### config.mk
export PLATFORM = sky130hd
export DESIGN_NAME = mem_wb_stage
export DESIGN_NICKNAME = d
export VERILOG_FILES = /design/src/rtl/mem_pkg.sv /design/src/rtl/mem_wb_stage.sv
export SDC_FILE = /design/constraint.sdc
export NUM_CORES = 1
export LEC_CHECK = 0
export CORE_AREA = 10 10 175 177
export CTS_CLUSTER_DIAMETER = 100
export DETAILED_ROUTE_END_ITERATION = 10
export DIE_AREA = 0 0 185 187
export DONT_BUFFER_PORTS = 1
export PLACE_DENSITY = 0.49
export SYNTH_ARGS = -nofsm -noshare
export SYNTH_HDL_FRONTEND = slang
export SYNTH_SLANG_ARGS = --single-unit
### constraint.sdc
create_clock -name clk -period 2.3 [get_ports clk]
set_input_delay 0.115 -clock clk [delete_from_list [all_inputs] [get_ports clk]]
set_output_delay 0.115 -clock clk [all_outputs]
set_load 0.02 [all_outputs]
### src/rtl/mem_pkg.sv
// Shared MEM-stage types: FSM state encoding, default widths and the MEM/WB bundle
// consumed by the writeback stage.
package mem_pkg;

  localparam int unsigned MEM_XLEN       = 64;
  localparam int unsigned MEM_REG_ADDR_W = 5;

  typedef enum logic {
    MS_IDLE = 1'b0,
    MS_WAIT = 1'b1
  } mem_state_t;

  typedef struct packed {
    logic [MEM_XLEN-1:0]       Read_Data;
    logic [MEM_XLEN-1:0]       Result;
    logic [MEM_REG_ADDR_W-1:0] rd;
    logic                      MemtoReg;
    logic                      RegWrite;
  } mem_wb_t;

endpackage

### src/rtl/mem_wb_stage.sv
// MEM stage: runs the data-memory req/ack access for the EX/MEM bundle and loads MEM/WB.
// Optional MEM_MISALIGN_CHK_EN rejects accesses whose address is not 8-byte aligned.
module mem_wb_stage #(
  parameter int unsigned XLEN           = mem_pkg::MEM_XLEN,
  parameter int unsigned REG_ADDR_W     = mem_pkg::MEM_REG_ADDR_W,
  parameter int unsigned TIMEOUT_CYCLES = 255
) (
  input  logic                  clk,
  input  logic                  reset,
  input  logic [XLEN-1:0]       EX_MEM_Result,
  input  logic [XLEN-1:0]       Write_Data,
  input  logic [REG_ADDR_W-1:0] EX_MEM_rd,
  input  logic                  EX_MEM_MemRead,
  input  logic                  EX_MEM_MemWrite,
  input  logic                  EX_MEM_MemtoReg,
  input  logic                  EX_MEM_RegWrite,
  output logic                  dmem_req,
  output logic                  dmem_we,
  output logic [XLEN-1:0]       dmem_addr,
  output logic [XLEN-1:0]       dmem_wdata,
  input  logic                  dmem_ack,
  input  logic [XLEN-1:0]       dmem_rdata,
  output logic                  mem_stall,
  output logic                  dmem_timeout,
  output logic [XLEN-1:0]       MEM_WB_Read_Data,
  output logic [XLEN-1:0]       MEM_WB_Result,
  output logic [REG_ADDR_W-1:0] MEM_WB_rd,
  output logic                  MEM_WB_MemtoReg,
  output logic                  MEM_WB_RegWrite
`ifdef MEM_MISALIGN_CHK_EN
  ,
  output logic                  misalign
`endif
);

  import mem_pkg::*;

  localparam int unsigned CntW = $clog2(TIMEOUT_CYCLES) + 1;

  mem_state_t            state_q, state_d;
  logic [CntW-1:0]       cnt_q, cnt_d;
  logic                  req_q, req_d;
  logic                  we_q, we_d;
  logic [XLEN-1:0]       addr_q, addr_d;
  logic [XLEN-1:0]       wdata_q, wdata_d;
  logic                  timeout_q, timeout_d;
  logic [XLEN-1:0]       wb_rdata_q, wb_rdata_d;
  logic [XLEN-1:0]       wb_result_q, wb_result_d;
  logic [REG_ADDR_W-1:0] wb_rd_q, wb_rd_d;
  logic                  wb_m2r_q, wb_m2r_d;
  logic                  wb_rw_q, wb_rw_d;
  logic                  misalign_d;

  logic acc, is_load, addr_bad, timeout_hit;

  assign acc     = EX_MEM_MemRead | EX_MEM_MemWrite;
  // A combined read+write bundle is treated as a store.
  assign is_load = EX_MEM_MemRead & ~EX_MEM_MemWrite;
  assign timeout_hit = (TIMEOUT_CYCLES != 0) && (cnt_q == CntW'(TIMEOUT_CYCLES));

`ifdef MEM_MISALIGN_CHK_EN
  logic misalign_q;
  assign addr_bad = |EX_MEM_Result[2:0];
  assign misalign = misalign_q;
`else
  assign addr_bad = 1'b0;
`endif

  always_comb begin
    state_d     = state_q;
    cnt_d       = cnt_q;
    req_d       = req_q;
    we_d        = we_q;
    addr_d      = addr_q;
    wdata_d     = wdata_q;
    timeout_d   = 1'b0;
    misalign_d  = 1'b0;
    wb_rdata_d  = wb_rdata_q;
    wb_result_d = wb_result_q;
    wb_rd_d     = wb_rd_q;
    wb_m2r_d    = wb_m2r_q;
    wb_rw_d     = wb_rw_q;
    mem_stall   = 1'b0;

    unique case (state_q)
      MS_IDLE: begin
        if (!acc) begin
          wb_rdata_d  = '0;
          wb_result_d = EX_MEM_Result;
          wb_rd_d     = EX_MEM_rd;
          wb_m2r_d    = EX_MEM_MemtoReg;
          wb_rw_d     = EX_MEM_RegWrite;
        end else begin
          wb_rdata_d  = '0;
          wb_result_d = '0;
          wb_rd_d     = '0;
          wb_m2r_d    = 1'b0;
          wb_rw_d     = 1'b0;
          if (addr_bad) begin
            misalign_d = 1'b1;
          end else begin
            mem_stall = 1'b1;
            req_d     = 1'b1;
            we_d      = EX_MEM_MemWrite;
            addr_d    = EX_MEM_Result;
            wdata_d   = EX_MEM_MemWrite ? Write_Data : '0;
            cnt_d     = '0;
            state_d   = MS_WAIT;
          end
        end
      end
      MS_WAIT: begin
        if (dmem_ack || timeout_hit) begin
          req_d   = 1'b0;
          we_d    = 1'b0;
          addr_d  = '0;
          wdata_d = '0;
          cnt_d   = '0;
          state_d = MS_IDLE;
          if (dmem_ack) begin
            wb_rdata_d  = is_load ? dmem_rdata : '0;
            wb_result_d = EX_MEM_Result;
            wb_rd_d     = EX_MEM_rd;
            wb_m2r_d    = EX_MEM_MemtoReg;
            wb_rw_d     = EX_MEM_RegWrite;
          end else begin
            // Abort: MEM/WB already holds the bubble loaded on entry.
            timeout_d = 1'b1;
          end
        end else begin
          mem_stall = 1'b1;
          if (TIMEOUT_CYCLES != 0) cnt_d = cnt_q + CntW'(1);
        end
      end
      default: state_d = MS_IDLE;
    endcase
  end

  always_ff @(posedge clk) begin
    if (reset) begin
      state_q     <= MS_IDLE;
      cnt_q       <= '0;
      req_q       <= 1'b0;
      we_q        <= 1'b0;
      addr_q      <= '0;
      wdata_q     <= '0;
      timeout_q   <= 1'b0;
      wb_rdata_q  <= '0;
      wb_result_q <= '0;
      wb_rd_q     <= '0;
      wb_m2r_q    <= 1'b0;
      wb_rw_q     <= 1'b0;
    end else begin
      state_q     <= state_d;
      cnt_q       <= cnt_d;
      req_q       <= req_d;
      we_q        <= we_d;
      addr_q      <= addr_d;
      wdata_q     <= wdata_d;
      timeout_q   <= timeout_d;
      wb_rdata_q  <= wb_rdata_d;
      wb_result_q <= wb_result_d;
      wb_rd_q     <= wb_rd_d;
      wb_m2r_q    <= wb_m2r_d;
      wb_rw_q     <= wb_rw_d;
    end
  end

`ifdef MEM_MISALIGN_CHK_EN
  always_ff @(posedge clk) begin
    if (reset) misalign_q <= 1'b0;
    else       misalign_q <= misalign_d;
  end
`else
  logic unused_misalign;
  assign unused_misalign = misalign_d;
`endif

  assign dmem_req         = req_q;
  assign dmem_we          = we_q;
  assign dmem_addr        = addr_q;
  assign dmem_wdata       = wdata_q;
  assign dmem_timeout     = timeout_q;
  assign MEM_WB_Read_Data = wb_rdata_q;
  assign MEM_WB_Result    = wb_result_q;
  assign MEM_WB_rd        = wb_rd_q;
  assign MEM_WB_MemtoReg  = wb_m2r_q;
  assign MEM_WB_RegWrite  = wb_rw_q;

endmodule
==> impl_metrics.toml <==
[placed_design]
place_area_sq_um = 10000
gp_routability_congestion = 0.768
buffers_added_on_ports = 0
dp.final_hpwl_um = 24300

[job]
maxCapViolCount = 0

[route]
via_count = 8632
avgRoutedWirePerCell_um = 22.1
drt_pre_antenna_iters = 5
drt.antenna.violating_nets = 0
drtIter0Drc = 506
via_density_per_instance = 5.23
drc = 0
route.final.wire_length_um = 36500

[synth]
post-synth-top-area-cell = "sky130_fd_sc_hd__dfxtp_1"
post_synth_inst_count = 1165
synth_nets = 1371
netlist_area_before_placement_sq_um = 9680
synthDistinctLibCells = 34
netlist_top_cells_area = "sky130_fd_sc_hd__dfxtp_1 (57%), sky130_fd_sc_hd__nand2_1 (11%), sky130_fd_sc_hd__a21oi_1 (11%)"
yosys_register_bits = 276
synth.yosys.warnings = 0
yosysSeqAreaShare = 0.571
postSynthAreaPerCell_sq_um = 8.31
synth.top_cell.area_share = 0.571

[sta]
slew-limit-headroom = 0.586
rsz0062_at_grt = "no"
timing.final.crit_period_ns = 2.20
max_freq_mhz = 455
setup-violations-final = 0
post-route-period-util = 0.955
final-max-slew-violation-count = 0
tightest_slew_ns = 0.620
totalNegativeSetupSlack_ns = 0
worst_case_clock_skew_ns = 0.0111
finalHoldViolations = 138
holdWs_ns = -0.323

[global_route]
grt_start_max_net_pins = 207
antenna_violations_before_repair = 0
global_router_s_overall_resource_usage = 0.197
first_global_vias = 8554
grt_overflow_total = 0
grt_first_pass_wirelength_um = 54400

[status]
failed_checks = "hold timing"
status = "finished, violations left"

[finish]
ant_cells = 0
mostFrequentLayoutCells = "sky130_fd_sc_hd__dfxtp_1 (276), sky130_fd_sc_hd__nand2_1 (276), sky130_fd_sc_hd__a21oi_1 (204)"
areaGrowthSynthToFinish_pct = 31.7
final_area_sq_um = 12700
post_route_cells_drive_above_1_share = 0.0559
num-nets-final = 1494

[die]
initial_utilization = 0.354
die_area_sq_um = 34600
dieHeight_um = 187
fp-row-count = 61
placeableCoreArea_sq_um = 27300
die_x_um = 185
top_level_port_count = 471

[cts]
root_buffer = "sky130_fd_sc_hd__clkbuf_16"
clock_sink_count = 276
htree_num_levels = 1
insertion_delay_ns = 0.53
post-cts-setup-buffer-count = 0
ctsLongestPathBuffers = 3
tritoncts.num_buffers = 28
tritoncts = "yes"
clkSlewWorstSetupHoldPaths_ns = 0.06

[setup_path]
timing.critical_path.from_type = "flip-flop"
crit_required_ns = 2.78
critical-path-slowest-cell = "sky130_fd_sc_hd__dlygate4sd3_1"
critical_path.max_fanout = 7
worstPathArrival_ns = 2.67
series_of_cell_instances_along_the_critical_path = "ha_1 -> nand3_1 -> nor2_1 -> ha_1 -> or3b_4 -> a2bb2oi_1 -> nor2_1 -> dlygate4sd3_1"
setup.worst_path.end_class = "flip-flop"
crit_type = "reg -> reg"
critPathMaxStageDelay_ns = 0.54

[power]
pwr_density_cell_nw_per_um2 = 856
cellLeakagePower_nw = 4.90
max-vdd-ir-drop_v = 0.000579

[min_path]
worst_hold_path_type = "in -> reg"
[repair_timing]
item                                   4_1_cts  5_1_grt
pin swaps                                    0        1
endpoints found under the hold margin      276      138
setup endpoints to repair                    1        2
gates resized for setup                      2        0
hold buffers                               147       33
[synthesized netlist by cell type, drive strengths merged]
cell type	number
dfxtp	276
nand2	277
inv	2
nor3	1
o21ba	1
or3	1
mux2i	1
a31oi	4
and4b	1
buf	11
a22oi	65
clkbuf	95
or4	3
nor2b	2
o21bai	1
nor3b	2
a41oi	1
ha	2
a21oi	204
o21ai	130
nand4b	1
nor2	68
nand4	1
nand3	4
a2bb2oi	1
a311oi	1
or3b	1
o211ai	3
a211oi	1
or2b	1
nand2b	3
[critical path: cells and delay by family (launching register included)]
kind	cells	cell delay, ns
AO/OA/AOI/OAI	1	0.15
adder cells (fa/ha/maj)	2	0.46
buffers and inverters	1	0.54
flip-flops	1	0.34
AND/OR/NAND/NOR	4	0.65
[kinds of logic (layout without fill, tap and decap cells)]
group	count (synthesis)	count (layout)	share of synthesized area
simple gates	366	366	0.149
fa+ha+maj	2	2	0.00259
flops	276	276	0.571
mux	1	1	0.00103
buf+inv	108	249	0.0432
compound gates	412	412	0.233
[cell type report]
type / instances / area (sq um)
Clock inverter: 10 / 128
Multi-Input combinational cell: 781 / 3780
Timing Repair Buffer: 199 / 2060
Fill cell: 2630 / 14600
Inverter: 2 / 7.51
Sequential cell: 276 / 5530
Tap cell: 346 / 433
Clock buffer: 38 / 810
[worst paths after layout]
path / startpoint / end / slack, ns / cells past startpoint
min: reset / dmem_addr[48] / -0.32 / 1
min reg2reg: cnt_q[6] / cnt_q[6] / 0.51 / 2
max reg2reg: cnt_q[0] / cnt_q[8] / 0.10 / 8
max: cnt_q[0] / cnt_q[8] / 0.10 / 8
[through the flow]
step / setup slack, ns / std cells / hold WS (ns) / util / power, mW
after floorplan: 0.241 / 1165 / 0.251 / - / 5.94
after CTS: 0.0580 / 1619 / -0.365 / 0.454 / 11.0
after global placement: 0.178 / 1424 / 0.212 / 0.366 / 6.17
after detailed placement: 0.149 / 1424 / 0.211 / 0.366 / 6.18
after global routing: 0.00348 / 1652 / -0.366 / 0.466 / 11.4
final: 0.104 / 1652 / -0.323 / 0.466 / 10.9
[layer usage]
layer  up-vias  global-route usage  routed length, um
li1       4191                   -                  -
met2       394               0.344              18200
met4         0              0.0538                928
met5         -                   0                  0
met1      3986               0.208              12800
met3        61              0.0880               4540
[power breakdown]
part / internal (mW) / total [mW] / switching [mW]
logic: 0.350 / 0.823 / 0.473
registers: 5.00 / 5.44 / 0.446
clock network: 2.78 / 4.64 / 1.86
[state kept, by name, indices dropped and copies added, names as in the netlist]
register	cells
dmem_timeout	1
MEM_WB_rd	5
state_q	1
dmem_we	1
MEM_WB_Read_Data	64
dmem_addr	64
MEM_WB_MemtoReg	1
cnt_q	9
MEM_WB_RegWrite	1
MEM_WB_Result	64
dmem_wdata	64
dmem_req	1
(Power assumes the default switching activity.)
